===== src/rtl/ex_hazard_ctrl.sv =====
// Execute-stage sequencer: hazard detection, registered operand forwarding selects,
// architectural {N,Z,V} flag register and PC / IF/ID / ID/EX stall and flush control.
module ex_hazard_ctrl (
    input  logic        clk,
    input  logic        rst_n,
    input  logic [15:0] id_instr,
    input  logic        id_valid,
    input  logic [3:0]  ex_rd,
    input  logic [3:0]  mem_rd,
    input  logic        ex_regwrite,
    input  logic        mem_regwrite,
    input  logic        ex_memread,
    input  logic [2:0]  ex_flags,
    input  logic        ex_flag_upd,
    input  logic        branch_taken,
    input  logic        mem_busy,
    output logic        stall_pc,
    output logic        stall_ifid,
    output logic        stall_all,
    output logic        flush_ifid,
    output logic        flush_idex,
    output logic [1:0]  fwd_a,
    output logic [1:0]  fwd_b,
    output logic [2:0]  flags_q,
    output logic [15:0] stall_cnt
);

    // Opcode values mirror the SW / B / JAL macros of defines.v.
    localparam logic [3:0] OP_SW  = 4'h9;
    localparam logic [3:0] OP_B   = 4'hC;
    localparam logic [3:0] OP_JAL = 4'hD;

    localparam logic [1:0] FWD_RF  = 2'b00;
    localparam logic [1:0] FWD_EX  = 2'b01;
    localparam logic [1:0] FWD_MEM = 2'b10;

    typedef enum logic [1:0] {
        RUN,
        LU_STALL,
        MEM_WAIT
    } state_t;

    state_t     state;
    logic [3:0] opcode;
    logic [3:0] rs;
    logic [3:0] rt;
    logic       rs_used;
    logic       rt_used;
    logic       ex_hit_a;
    logic       ex_hit_b;
    logic       mem_hit_a;
    logic       mem_hit_b;
    logic       load_use;
    logic [1:0] fwd_a_d;
    logic [1:0] fwd_b_d;

    // Source-field decode for the instruction sitting in ID.
    assign opcode  = id_instr[15:12];
    assign rs      = id_instr[7:4];
    assign rt      = (opcode == OP_SW) ? id_instr[11:8] : id_instr[3:0];
    assign rs_used = (opcode != OP_B) && (opcode != OP_JAL);
    assign rt_used = !id_instr[15] || (opcode == OP_SW);

    // r0 is hard-wired zero, so it never matches a producer.
    assign ex_hit_a  = rs_used && (rs != 4'd0) && ex_regwrite  && (ex_rd  == rs);
    assign ex_hit_b  = rt_used && (rt != 4'd0) && ex_regwrite  && (ex_rd  == rt);
    assign mem_hit_a = rs_used && (rs != 4'd0) && mem_regwrite && (mem_rd == rs);
    assign mem_hit_b = rt_used && (rt != 4'd0) && mem_regwrite && (mem_rd == rt);

    assign fwd_a_d = ex_hit_a ? FWD_EX : (mem_hit_a ? FWD_MEM : FWD_RF);
    assign fwd_b_d = ex_hit_b ? FWD_EX : (mem_hit_b ? FWD_MEM : FWD_RF);

    assign load_use = id_valid && ex_memread && (ex_hit_a || ex_hit_b);

    // Priority: cache miss freezes everything, then a taken branch squashes ID/EX,
    // then a load-use hazard inserts its single bubble.
    always_comb begin
        // NOTE: every output gets a default first so no path leaves it unassigned (no latch).
        stall_pc   = 1'b0;
        stall_ifid = 1'b0;
        stall_all  = 1'b0;
        flush_ifid = 1'b0;
        flush_idex = 1'b0;
        if (rst_n) begin
            if (mem_busy) begin
                stall_pc   = 1'b1;
                stall_ifid = 1'b1;
                stall_all  = 1'b1;
            end else if (branch_taken) begin
                flush_ifid = 1'b1;
                flush_idex = 1'b1;
            end else if (load_use && (state != LU_STALL)) begin
                stall_pc   = 1'b1;
                stall_ifid = 1'b1;
                flush_idex = 1'b1;
            end
        end
    end

    always_ff @(posedge clk or negedge rst_n) begin
        if (!rst_n) begin
            // NOTE: state uses non-blocking assignments so every register samples pre-edge values.
            state <= RUN;
        end else begin
            case (state)
                RUN: begin
                    if (mem_busy)
                        state <= MEM_WAIT;
                    else if (!branch_taken && load_use)
                        state <= LU_STALL;
                end
                LU_STALL: state <= RUN;
                MEM_WAIT: begin
                    if (!mem_busy)
                        state <= RUN;
                end
                default:  state <= RUN;
            endcase
        end
    end

    // Selects are captured as the instruction leaves ID and applied while it is in EX.
    always_ff @(posedge clk or negedge rst_n) begin
        if (!rst_n) begin
            fwd_a <= FWD_RF;
            fwd_b <= FWD_RF;
        end else if (flush_idex) begin
            fwd_a <= FWD_RF;
            fwd_b <= FWD_RF;
        end else if (!stall_all && !stall_ifid) begin
            fwd_a <= fwd_a_d;
            fwd_b <= fwd_b_d;
        end
    end

    always_ff @(posedge clk or negedge rst_n) begin
        if (!rst_n)
            flags_q <= 3'b000;
        else if (ex_flag_upd && !stall_all)
            flags_q <= ex_flags;
    end

    always_ff @(posedge clk or negedge rst_n) begin
        if (!rst_n)
            stall_cnt <= 16'd0;
        else if (stall_pc && (stall_cnt != 16'hFFFF))
            stall_cnt <= stall_cnt + 16'd1;
    end

endmodule

===== config.mk =====
export PLATFORM = sky130hd
export DESIGN_NAME = ex_hazard_ctrl
export DESIGN_NICKNAME = d
export VERILOG_FILES = /design/src/rtl/ex_hazard_ctrl.sv
export SDC_FILE = /design/constraint.sdc
export NUM_CORES = 1
export LEC_CHECK = 0
export CAP_MARGIN = 20
export CORE_UTILIZATION = 40
export CTS_CLUSTER_DIAMETER = 40
export DETAILED_ROUTE_END_ITERATION = 7
export HOLD_SLACK_MARGIN = 0.1
export PLACE_DENSITY = 0.84
export SLEW_MARGIN = 25
export SYNTH_ARGS = -nofsm -noshare
export SYNTH_HDL_FRONTEND = slang
export SYNTH_SLANG_ARGS = --single-unit

===== constraint.sdc =====
create_clock -name clk -period 3.3 [get_ports clk]
set_clock_uncertainty 0.05 [all_clocks]
set_input_delay 0.66 -clock clk [delete_from_list [all_inputs] [get_ports clk]]
set_output_delay 0.66 -clock clk [all_outputs]
set_load 0.05 [all_outputs]

==> flow_summary.toml <==
[outcome]
status = "completed"

[routing]
post_drt_wl_per_cell_um = 13.93
postRouteAntennaNets = 0
finalWirelength_um = 4055
vias = 1507
drtPass1Iterations = 4
drtIter0Drc = 51
drc = 0
via_per_inst = 5.179

[timing]
final.min_clock_period_ns = 3.157
hold_viol_final = 0
timing.final.crit_share_pct = 95.66
max_freq_mhz = 316.8
final_max_slew_viol_count = 0
setup_viol = 0
slew_headroom_pct = 64.89
fin_tns_setup_ns = 0
tightest_slew_ns = 0.5250
rsz0062_at_grt = "no"

[layout]
stdcell_area_um2 = 2572
layout.nets = 281
area_growth_pct = 60.00
layout-drive-gt1-share_pct = 22.63
diodes = 0
final_cells = 291

[logic_synthesis]
synth-async-reset-ratio_pct = 100.0
synth_seq_cells = 25
yosysWarnings = 0
synth_top_area_share_pct = 38.91
ys_types = 46
synth_flop_cell = "dfrtp_1"
syn_area_per_cell_um2 = 10.18
yosysSeqAreaShare_pct = 38.91
syn_area_um2 = 1608
synth-edff-count = 0
synthCells = 158
yosys.area.top_type = "dfrtp_1"
synth.net_count = 195
netlist_top_cells_area = "dfrtp_1 39%, xor2_1 8.7%, xnor2_1 6.5%"

[global_routing]
grt-ovfl-total = 0
grt_max_degree = 25
grt_usage_pct = 21.08
grt_pass1_vias = 1532
antenna_found_initial = 0
grt_pass1_wl_um = 6934

[pwr]
pwr-share-seq_pct = 38.0
peakVddDrop_mv = 0.2519
swShare_pct = 40.08
cellLeakagePower_nw = 1.090
p_comb_share_pct = 44.6
power_density_nw_per_um2 = 410.6
netSwitchingPower_w = 0.0004233
p_int_w = 0.0006328
pwr-share-clk_pct = 17.4

[clock_tree]
clk_pin_slew_ns = 0.08
cts.sinks = 25
clk_path_buf_depth = 2
cts_buffers = 3
cts_root_buffer = "clkbuf_8"
clk_latency_ns = 0.27
cts_tree = "built"
cts_hold_buf = 0
h-tree-depth = 1

[die]
io_pins = 64
die_w_um = 65.40
die_area_um2 = 4277
die_h_um = 65.40
initial_utilization_pct = 42.63
core_um2 = 3771
fp-row-count = 22

[worst_setup_path]
path_max_fanout = 4
endpoint = "flush_idex"
startpoint = "id_instr[8]"
ff2ff_setup_slack_ns = 1.11
start_kind = "primary input"
ff2ff_path_depth = 8
worst_ep_arrival_time_ns = 2.45
rr_endpoint = "stall_cnt[15]"
required_ns = 2.59
crit_type = "in -> out"
end_kind = "primary output"
r2r_start = "stall_cnt[5]"

[placed_design]
place_area_um2 = 2457
place_inst = 285
place_hpwl_um = 3308
gp_congestion = 0.8762
io_buffer_count = 63

[run]
drv_cap = 0

[hold_path]
hp-class = "reg -> reg"
-- timing repair --
action                                  CTS  global route
pin swaps                                 7             6
endpoints found under the setup margin    3             3
hold endpoints to repair                  0             0
gates resized for setup                  11             6
buffers inserted                          2             0
-- cells by family (layout without fill, tap and decap cells) --
family	Yosys count	count (layout)	share of synthesized area, %
compound gates	17	17	8.482
xor+xnor	28	28	15.25
fa+ha+maj	1	1	0.7781
buf+inv	11	96	3.346
flops	25	25	38.91
mux	8	8	5.759
simple gates	68	68	27.47
-- layout make-up --
type	instances	area [µm²]
Multi-Input combinational cell	122	970.9
Clock inverter	1	7.507
Inverter	5	22.52
Tap cell	48	60.06
Fill cell	285	1199
Sequential cell	25	625.6
Timing Repair Buffer	87	844.6
Clock buffer	3	41.29
-- synthesized netlist by cell type (5+ instances only) --
library cell / count
nand3_1: 7
nor3_1: 6
nor2_1: 6
nand3b_1: 6
nand2_1: 9
xor2_1: 16
xnor2_1: 12
dfrtp_1: 25
inv_1: 5
nor4_1: 7
-- flip-flops by register name (all words and copies together) (netlist names) --
name	cells
state	2
fwd_b	2
fwd_a	2
flags_q	3
stall_cnt	16
-- layer usage --
metal,up-vias,wire length (µm),GRT usage [%]
met5,-,0,0
met4,0,57,6.793
met3,9,196,3.993
met2,46,1966,34.02
met1,700,1835,28.29
li1,752,-,-
-- cells in the final DEF, fill, tap and decap left out, types with 7 or more instances in the layout --
master	count
dfrtp_1	25
clkdlybuf4s50_1	50
buf_4	23
nand3_1	7
xnor2_1	12
xor2_1	16
nand2_1	9
-- worst min path at each step --
stage	startpoint	to	slack [ns]	cells past startpoint
5_1_grt	state[0]	state[1]	0.44	1
3_5_place_dp	state[0]	state[1]	0.39	1
3_3_place_gp	state[0]	state[1]	0.39	1
4_1_cts	state[0]	state[1]	0.42	1
2_1_floorplan	rst_n	flags_q[0]	0.31	0
6_report	state[0]	state[1]	0.42	1
-- power by group through the flow --
stage / clock, W / sequential, W / combinational (W)
after floorplan: 0 / 0.000555 / 0.000119
after global placement: 0 / 0.000405 / 0.000462
after detailed placement: 0 / 0.000408 / 0.000469
after CTS: 0.000189 / 0.000403 / 0.000471
after global routing: 0.000203 / 0.000411 / 0.000498
final: 0.000184 / 0.000401 / 0.000471
-- metrics by stage --
stage | util [%] | hold slack, ns | setup WS, ns | total power [W]
finish | 68.22 | 0.4169 | 0.1431 | 0.001056
global route | 68.22 | 0.4436 | 0.03896 | 0.001112
CTS | 67.52 | 0.4163 | 0.04916 | 0.001063
detailed placement | 65.16 | 0.3905 | -0.1626 | 0.0008770
global placement | 65.16 | 0.3940 | -0.1149 | 0.0008671
floorplan | - | 0.3144 | 0.1062 | 0.0006739
-- critical path: stages --
cell,delay [ns]
clkdlybuf4s50_1,0.49
nor4_1,0.29
a311oi_1,0.09
buf_4,0.16
nor4b_4,0.33
nor2_2,0.10
o21ai_2,0.17
buf_12,0.16
Note: power is estimated with default switching activity, not from simulation.
